File: src/rtl/lvds_echo_responder.sv
// rtl/lvds_echo_responder.sv - LVDS echo link far-end responder: bitslip word alignment, peer handshake, echo FIFO
module lvds_echo_responder #(
    parameter int                DATA_W        = 8,
    parameter logic [DATA_W-1:0] TRAIN_PATTERN = 8'hA5,
    parameter logic [DATA_W-1:0] IDLE_WORD     = 8'h00,
    parameter int                LOCK_COUNT    = 16,
    parameter int                SLIP_WAIT     = 4,
    parameter int                FIFO_DEPTH    = 8
) (
    input  logic              clk,
    input  logic              reset,
    input  logic [DATA_W-1:0] rx_data,
    input  logic              rx_valid,
    output logic              rx_bitslip,
    output logic              rx_align_done,
    output logic [DATA_W-1:0] tx_data,
    input  logic              tx_ready,
    input  logic              tx_align_done,
    output logic [7:0]        led_out
);

    localparam int MW = $clog2(LOCK_COUNT + 1);
    localparam int SW = $clog2(2 * DATA_W);
    localparam int HW = $clog2(SLIP_WAIT + 1);
    localparam int AW = $clog2(FIFO_DEPTH);
    localparam int CW = AW + 1;

    localparam logic [MW-1:0] MATCH_LAST = MW'(LOCK_COUNT - 1);
    localparam logic [SW-1:0] SLIP_LAST  = SW'(2 * DATA_W - 1);
    localparam logic [HW-1:0] HOLD_LAST  = HW'(SLIP_WAIT - 1);
    localparam logic [CW-1:0] FULL_COUNT = CW'(FIFO_DEPTH);

    typedef enum logic [1:0] {
        ST_TRAIN,
        ST_SLIP_HOLD,
        ST_LOCKED,
        ST_ECHO
    } state_t;

    state_t            state_q, state_d;
    logic [MW-1:0]     match_q, match_d;
    logic [SW-1:0]     slip_q, slip_d;
    logic [HW-1:0]     hold_q, hold_d;
    logic              bitslip_q, bitslip_d;
    logic              align_q, align_d;
    logic              lock_err_q, lock_err_d;
    logic              ovf_q, ovf_d;
    logic [15:0]       echo_cnt_q, echo_cnt_d;
    logic [DATA_W-1:0] tx_q, tx_d;
    logic [7:0]        led_q, led_d;
    logic [AW-1:0]     wr_ptr_q, wr_ptr_d;
    logic [AW-1:0]     rd_ptr_q, rd_ptr_d;
    logic [CW-1:0]     count_q, count_d;
    logic [DATA_W-1:0] mem_q [FIFO_DEPTH];

    logic rx_hit;
    logic rx_miss;
    logic echo_word;
    logic push;
    logic pop;
    logic flush;
    logic wr_en;
    logic fifo_empty;
    logic fifo_full;
    logic fifo_mode;

    assign rx_hit     = rx_valid && (rx_data == TRAIN_PATTERN);
    assign rx_miss    = rx_valid && (rx_data != TRAIN_PATTERN);
    assign echo_word  = rx_valid && (rx_data != IDLE_WORD) && (rx_data != TRAIN_PATTERN);
    assign fifo_empty = (count_q == '0);
    assign fifo_full  = (count_q == FULL_COUNT);
    // A peer drop in ECHO flushes the FIFO, so the tx word falls back to the training pattern.
    assign fifo_mode  = (state_q == ST_ECHO) && tx_align_done;

    always_comb begin
        state_d    = state_q;
        match_d    = match_q;
        slip_d     = slip_q;
        hold_d     = hold_q;
        bitslip_d  = 1'b0;
        align_d    = align_q;
        lock_err_d = lock_err_q;
        push       = 1'b0;
        pop        = 1'b0;
        flush      = 1'b0;

        case (state_q)
            ST_TRAIN: begin
                align_d = 1'b0;
                if (rx_hit) begin
                    if (match_q == MATCH_LAST) begin
                        match_d = '0;
                        align_d = 1'b1;
                        state_d = ST_LOCKED;
                    end else begin
                        match_d = match_q + 1'b1;
                    end
                end else if (rx_miss) begin
                    match_d   = '0;
                    bitslip_d = 1'b1;
                    hold_d    = '0;
                    state_d   = ST_SLIP_HOLD;
                    if (slip_q == SLIP_LAST) begin
                        slip_d     = '0;
                        lock_err_d = 1'b1;
                    end else begin
                        slip_d = slip_q + 1'b1;
                    end
                end
            end
            ST_SLIP_HOLD: begin
                if (hold_q == HOLD_LAST) begin
                    state_d = ST_TRAIN;
                end else begin
                    hold_d = hold_q + 1'b1;
                end
            end
            ST_LOCKED: begin
                if (tx_align_done) begin
                    state_d = ST_ECHO;
                end else begin
                    align_d = 1'b0;
                    state_d = ST_TRAIN;
                end
            end
            ST_ECHO: begin
                if (!tx_align_done) begin
                    align_d = 1'b0;
                    match_d = '0;
                    flush   = 1'b1;
                    state_d = ST_TRAIN;
                end else begin
                    push = echo_word;
                    pop  = tx_ready && !fifo_empty;
                end
            end
            default: begin
                align_d = 1'b0;
                state_d = ST_TRAIN;
            end
        endcase
    end

    always_comb begin
        wr_en      = push && (!fifo_full || pop);
        ovf_d      = ovf_q | (push && fifo_full && !pop);
        wr_ptr_d   = wr_ptr_q;
        rd_ptr_d   = rd_ptr_q;
        count_d    = count_q;
        echo_cnt_d = echo_cnt_q;
        tx_d       = tx_q;

        if (flush) begin
            wr_ptr_d = '0;
            rd_ptr_d = '0;
            count_d  = '0;
        end else begin
            if (wr_en) begin
                wr_ptr_d = wr_ptr_q + 1'b1;
            end
            if (pop) begin
                rd_ptr_d = rd_ptr_q + 1'b1;
            end
            if (wr_en && !pop) begin
                count_d = count_q + 1'b1;
            end else if (pop && !wr_en) begin
                count_d = count_q - 1'b1;
            end
        end

        if (pop) begin
            echo_cnt_d = echo_cnt_q + 1'b1;
        end

        if (tx_ready) begin
            if (fifo_mode) begin
                tx_d = fifo_empty ? IDLE_WORD : mem_q[rd_ptr_q];
            end else begin
                tx_d = TRAIN_PATTERN;
            end
        end

        led_d = {align_d, tx_align_done, ovf_d, lock_err_d, echo_cnt_d[3:0]};
    end

    always_ff @(posedge clk) begin
        if (reset) begin
            state_q    <= ST_TRAIN;
            match_q    <= '0;
            slip_q     <= '0;
            hold_q     <= '0;
            bitslip_q  <= 1'b0;
            align_q    <= 1'b0;
            lock_err_q <= 1'b0;
            ovf_q      <= 1'b0;
            echo_cnt_q <= '0;
            tx_q       <= TRAIN_PATTERN;
            led_q      <= '0;
            wr_ptr_q   <= '0;
            rd_ptr_q   <= '0;
            count_q    <= '0;
        end else begin
            state_q    <= state_d;
            match_q    <= match_d;
            slip_q     <= slip_d;
            hold_q     <= hold_d;
            bitslip_q  <= bitslip_d;
            align_q    <= align_d;
            lock_err_q <= lock_err_d;
            ovf_q      <= ovf_d;
            echo_cnt_q <= echo_cnt_d;
            tx_q       <= tx_d;
            led_q      <= led_d;
            wr_ptr_q   <= wr_ptr_d;
            rd_ptr_q   <= rd_ptr_d;
            count_q    <= count_d;
        end
    end

    // Storage needs no reset: pointers and count define which entries are live.
    always_ff @(posedge clk) begin
        if (wr_en) begin
            mem_q[wr_ptr_q] <= rx_data;
        end
    end

    assign rx_bitslip    = bitslip_q;
    assign rx_align_done = align_q;
    assign tx_data       = tx_q;
    assign led_out       = led_q;

endmodule
File: config.mk
export PLATFORM = sky130hd
export DESIGN_NAME = lvds_echo_responder
export DESIGN_NICKNAME = d
export VERILOG_FILES = /design/src/rtl/lvds_echo_responder.sv
export SDC_FILE = /design/constraint.sdc
export NUM_CORES = 1
export LEC_CHECK = 0
export CAP_MARGIN = 20
export CELL_PAD_IN_SITES_DETAIL_PLACEMENT = 0
export CELL_PAD_IN_SITES_GLOBAL_PLACEMENT = 1
export CORE_ASPECT_RATIO = 0.6
export CORE_MARGIN = 1.5
export CORE_UTILIZATION = 48
export DETAILED_ROUTE_END_ITERATION = 8
export MAX_ROUTING_LAYER = met4
export PLACE_DENSITY_LB_ADDON = 0.08
export SYNTH_ARGS = -nofsm -noshare
export SYNTH_HDL_FRONTEND = slang
export SYNTH_SLANG_ARGS = --single-unit
File: constraint.sdc
create_clock -name clk -period 4.38 [get_ports clk]
set_input_delay 1.314 -clock clk [delete_from_list [all_inputs] [get_ports clk]]
set_output_delay 1.314 -clock clk [all_outputs]
set_load 0.01 [all_outputs]
==> reports/results.tsv <==
metric	value	unit
outcome	finished clean	
initial antenna violation count	0	
clk_skew	6.62	ps
Cells after Synth	337	
layout cells sized above 1	15.7	%
CP Capture Type	flop	
FILL cells	771	
total wire length	9170	um
Final Hold Slack	446	ps
dominant cells by area after synthesis	edfxtp_1 43%, dfxtp_1 20%, mux4_2 6.0%	
root buf cell	clkbuf_16	
max-cap viol count	0	
worst slew pin tran	911	ps
cts hold-fix bufs	0	
worst r2r src	state_q[1]	
Max Buffers Root-to-Sink	2	
min-delay worst type	flop to flop	
CORE AREA	9160	sq um
# resized after CTS	0	
CP max-delay cell	or4_4	
post-synthesis cell type count	52	
crit path cell chain	clkdlybuf4s50_1 > or4_4 > a21o_1 > nand2_2 > inv_1 > ha_1 > inv_1 > ha_1 > a21oi_1 > a211oi_1 > a31oi_1 > mux2i_1	
worst vdd ir	0.259	mV
Clk pin slew, worst setup/hold paths	70	ps
Final Hold Viols	0	
Post-synth EDFFs	64	
drt via density	5.38	
achievable clock frequency	261	MHz
Port-buffer cells	30	
largest area contributor in the netlist	edfxtp_1	
Num CTS Buffers	9	
count leader, synth	edfxtp_1	
synthesis-to-finish area growth	17.9	%
post-synthesis sequential area ratio	62.2	%
leakage	1.77	nW
# setup viols final	0	
async set-reset flop share out of synthesis	0	%
Cell Rows	27	
GRT Overall Usage	20.6	%
Mapped Area	4510	sq um
startpoint types	input port	
Post-CTS Setup Bufs	0	
Yosys reg bits	108	
Final GP Congestion	0.745	
starting density of the core	49.2	%
Final min period	3840	ps
TritonCTS clock tree	built	
post-route ant nets	0	
Crit Path Max Fanout	9	
Synth Warn #	0	
Die Span Y	78.1	um
Synth Net Count	361	
DR iter-0 viols	128	
Vias	2758	
RSZ-0062 raised after global routing	no	
clk sink count	108	
hold_sp	led_out[4]	
Primary FF master, synth	edfxtp_1	
Worst Setup SP	rx_data[1]	
DP HPWL	6530	um
top-area cell type share of the netlist area	42.6	%
Required @ worst endpoint	4660	ps
drt pass-1 iters	4	
Overflow after GRT	0	
Slew headroom	39.0	%
largest net degree at the start of global routing	24	
drt wl/cell	17.9	um
Clk Latency, worst-skew pair	350	ps
die area	10000	sq um
Chip Width	128	um
fin nets	402	
io pins	31	
H-Tree Depth	3	
commonest cells in the netlist	64 x edfxtp_1, 44 x dfxtp_1, 27 x nor2_1	
Syn Area/Cell	13.4	sq um
Setup TNS	0	ps
Worst EP arrival	4120	ps
Crit path largest cell delay	600	ps
DRC errors left	0	
vias in the first global route	2645	
CP Class	input port to flop	
fin. max-slew vios	0	
share of the clock period used by the worst path	87.6	%
Pwr per Cell Area	364	nW/um^2
# diodes	0	
first-pass GRT wire length	14600	um
==> final timing paths <==
| path | to | slack [ps] | depth (start not counted) |
|---|---|---|---|
| worst max-delay path | count_q[3] | 540 | 12 |
| worst min-delay path | led_out[4] | 450 | 2 |
| worst max register to register | count_q[3] | 1730 | 11 |
| worst min register to register | led_out[4] | 450 | 2 |
==> worst max-delay path: cells and delay by family <==
kind | cells | cell delay, ps
buf+inv | 3 | 720
compound gates | 4 | 710
simple gates | 2 | 690
fa+ha+maj | 2 | 490
mux | 1 | 190
==> state kept, by name, summed over array words and instances (netlist names), named ones only <==
name,flops
rd_ptr_q,3
tx_data,8
rx_bitslip,1
wr_ptr_q,3
slip_q,4
rx_align_done,1
mem_q,64
match_q,5
hold_q,3
led_out,4
state_q,2
echo_cnt_q,3
count_q,4
==> stage by stage <==
step	setup slack [ps]	util (%)	std cells	power [mW]	instance area (sq um)
after floorplan	778	-	337	1.13	4510
after global placement	297	54.8	497	1.16	5020
after detailed placement	199	54.8	497	1.16	5020
after CTS	560	58.0	513	1.95	5310
after global routing	423	58.0	513	1.99	5310
final	543	58.0	513	1.93	5310
==> cell usage in the layout, fill, tap and decap left out, drive strengths merged, types with 2 or more instances in the layout <==
cell / Yosys / routed
edfxtp: 64 / 64
dfxtp: 44 / 44
clkdlybuf4s50: 0 / 30
nor2: 27 / 27
buf: 10 / 21
mux2i: 20 / 20
nand2: 19 / 19
a21oi: 17 / 17
nand3: 16 / 16
inv: 12 / 16
mux4: 12 / 12
ha: 10 / 10
clkbuf: 11 / 9
nor3: 8 / 8
a31oi: 6 / 6
or3: 5 / 5
xor2: 4 / 4
xnor2: 4 / 4
o32ai: 4 / 4
o2111ai: 4 / 4
o21ai: 4 / 4
nor3b: 4 / 4
nand4: 3 / 3
or4: 3 / 3
nor4b: 3 / 3
nor4: 2 / 2
nor2b: 2 / 2
and3: 2 / 2
or3b: 2 / 2
clkinv: 0 / 2
or2: 2 / 2
==> kinds of logic (layout without fill, tap and decap cells) <==
kind of cell / Yosys count / in the layout / share of synthesized area (%)
buffers and inverters: 33 / 79 / 3.39
flip-flops: 108 / 108 / 62.2
AND/OR/NAND/NOR: 105 / 105 / 13.2
multiplexers: 32 / 32 / 10.4
XOR/XNOR: 8 / 8 / 1.55
AO/OA/AOI/OAI: 40 / 40 / 6.00
adder cells (fa/ha/maj): 11 / 11 / 3.22
==> power breakdown <==
part,switching [mW],internal (mW),total (mW)
sequential,0.00461,1.08,1.08
combinational,0.0340,0.0262,0.0602
clock,0.389,0.402,0.791
==> final cells by class <==
type	instances	area, sq um	area share (%)
clock buffer	9	225	4.24
clock inverter	7	67.6	1.27
inverter	12	45.0	0.848
multi-input combinational	196	1550	29.2
sequential	108	2800	52.8
tap	130	163	3.06
timing repair buffer	51	458	8.62
==> layer usage <==
| layer | wire [um] | vias up | global-route usage (%) |
|---|---|---|---|
| li1 | - | 1345 | - |
| met1 | 4620 | 1349 | 30.1 |
| met5 | 0 | - | - |
| met2 | 3990 | 56 | 29.4 |
| met4 | 81 | 0 | 4.38 |
| met3 | 476 | 8 | 5.11 |
No activity file was read; power rests on OpenSTA's default activity.
==> edit: new RTL, config.mk and constraints unchanged <==
Compare `count_q` against `FULL_COUNT` with >= in place of ==.
--- a/src/rtl/lvds_echo_responder.sv
+++ b/src/rtl/lvds_echo_responder.sv
@@ -70,3 +70,3 @@
     assign fifo_empty = (count_q == '0);
-    assign fifo_full  = (count_q == FULL_COUNT);
+    assign fifo_full  = (count_q >= FULL_COUNT);
     // A peer drop in ECHO flushes the FIFO, so the tx word falls back to the training pattern.
Check against the original RTL: no difference found for any inputs over 10 cycles, from zero or initial values and one cycle with reset high; that may be too few to reach the edited logic, so the function may still have changed.
==> edit against the unedited design <==
Routed wire length shrank 1.2%; total power grew 1.2%; area after synthesis shrank 0.17%; count of clock-buffer cells in the layout is the same; setup slack gained 0.050 ns; final area grew 0.12%; non-clock buffer count grew 2; critical endpoint unchanged; sequential cell count is the same; die area shrank 0.16%; core utilization grew 0.28 points; sequential share of layout area shrank 0.062 points.
==> edit: results <==
[worst_setup_path]
critPathMaxStageDelay_ns = 0.62
critPathLaunch = "rx_data[3]"
reg2reg_depth = 10
critPathMaxFanout = 7
cp_slowest_cell = "or4_4"
crit_arrival_ns = 4.06
rr_startpoint = "count_q[0]"

[routing]
drt_pre_antenna_iters = 5
routed_wl_mm = 9.061
drtIter0Drc = 274
viasPerCell = 5.433

[sta]
worst_slew_margin_rel = 0.4481

[cells_and_area]
drive_gt1_frac = 0.1546
final_nets = 407
fillerInstances = 761

[grt]
grt_pass1_vias = 2729
grt_usage = 0.2090
grt_max_degree = 24
met2_usage = 0.2887
grt.met1_usage = 0.3088
grt_pass1_wl_mm = 14.87

[placed_design]
hpwl_mm = 6.430
place_inst = 488
gp_congestion = 0.7686
placed_area_um2 = 5019

[synth]
synth_area_leaders = "edfxtp_1, dfxtp_1, mux4_2"
syn_area_per_cell_um2 = 13.31
seq_area_frac_synth = 0.6229
synth_cell_types = 49
synthesis.nets = 362
synth_common_cells = "edfxtp_1, dfxtp_1, nor2_1, nand3_1, a21oi_1"

[power]
p_leak_nw = 1.778

[run_status]
status = "finished, final reports clean"
edit: power by group:
group          leakage, nW  switching, W  internal, W
sequential           0.931    0.00000379      0.00108
combinational        0.708     0.0000334    0.0000273
clock                0.140      0.000368     0.000447
edit: area by class of cell:
cell class / instances / area, um^2 / share of cell area
Clock inverter: 7 / 75.07 / 0.01411
Tap cell: 116 / 145.1 / 0.02729
Inverter: 12 / 45.04 / 0.008469
Timing Repair Buffer: 53 / 473.0 / 0.08892
Multi-Input combinational cell: 199 / 1553 / 0.2919
Clock buffer: 9 / 225.2 / 0.04234
Sequential cell: 108 / 2803 / 0.5269
edit: per-stage QoR:
stage	util	power, W	worst slack, ns
5_1_grt	0.5831	0.002023	0.4217
4_1_cts	0.5831	0.001972	0.6157
3_5_place_dp	0.5502	0.001165	0.2427
3_3_place_gp	0.5502	0.001164	0.2906
2_1_floorplan	-	0.001130	0.8824
6_report	0.5831	0.001955	0.5933
edit: cell families (layout without fill, tap and decap cells):
family / Yosys count / in the layout / synth area share
DFF: 108 / 108 / 0.6229
and+or+nand+nor: 105 / 105 / 0.1268
AOI/OAI and AO/OA: 48 / 48 / 0.07147
buffers and inverters: 31 / 81 / 0.03198
muxes: 27 / 27 / 0.09900
adders and majority gates: 11 / 11 / 0.03226
xor gates and xnor gates: 8 / 8 / 0.01557
edit: worst max-delay path by stage:
stage | slack (ns) | endpoint | cells after the start
after CTS | 0.62 | count_q[3] | 12
after global placement | 0.29 | count_q[3] | 12
after global routing | 0.42 | count_q[3] | 12
after floorplan | 0.88 | count_q[3] | 12
final | 0.59 | count_q[3] | 12
after detailed placement | 0.24 | count_q[3] | 12
edit: worst max-delay path: cells and delay by family:
kind / cells / cell delay (ns)
multiplexers: 1 / 0.19
AO/OA/AOI/OAI: 4 / 0.73
AND/OR/NAND/NOR: 2 / 0.70
adder cells (fa/ha/maj): 2 / 0.48
buffers and inverters: 3 / 0.64
edit: routing by layer:
| metal | vias to the layer above | share of wire | routed length (um) |
|---|---|---|---|
| met1 | 1334 | 0.51 | 4628 |
| met3 | 2 | 0.061 | 553 |
| met5 | - | 0 | 0 |
| li1 | 1351 | - | - |
| met2 | 51 | 0.43 | 3866 |
| met4 | 0 | 0.0015 | 14 |
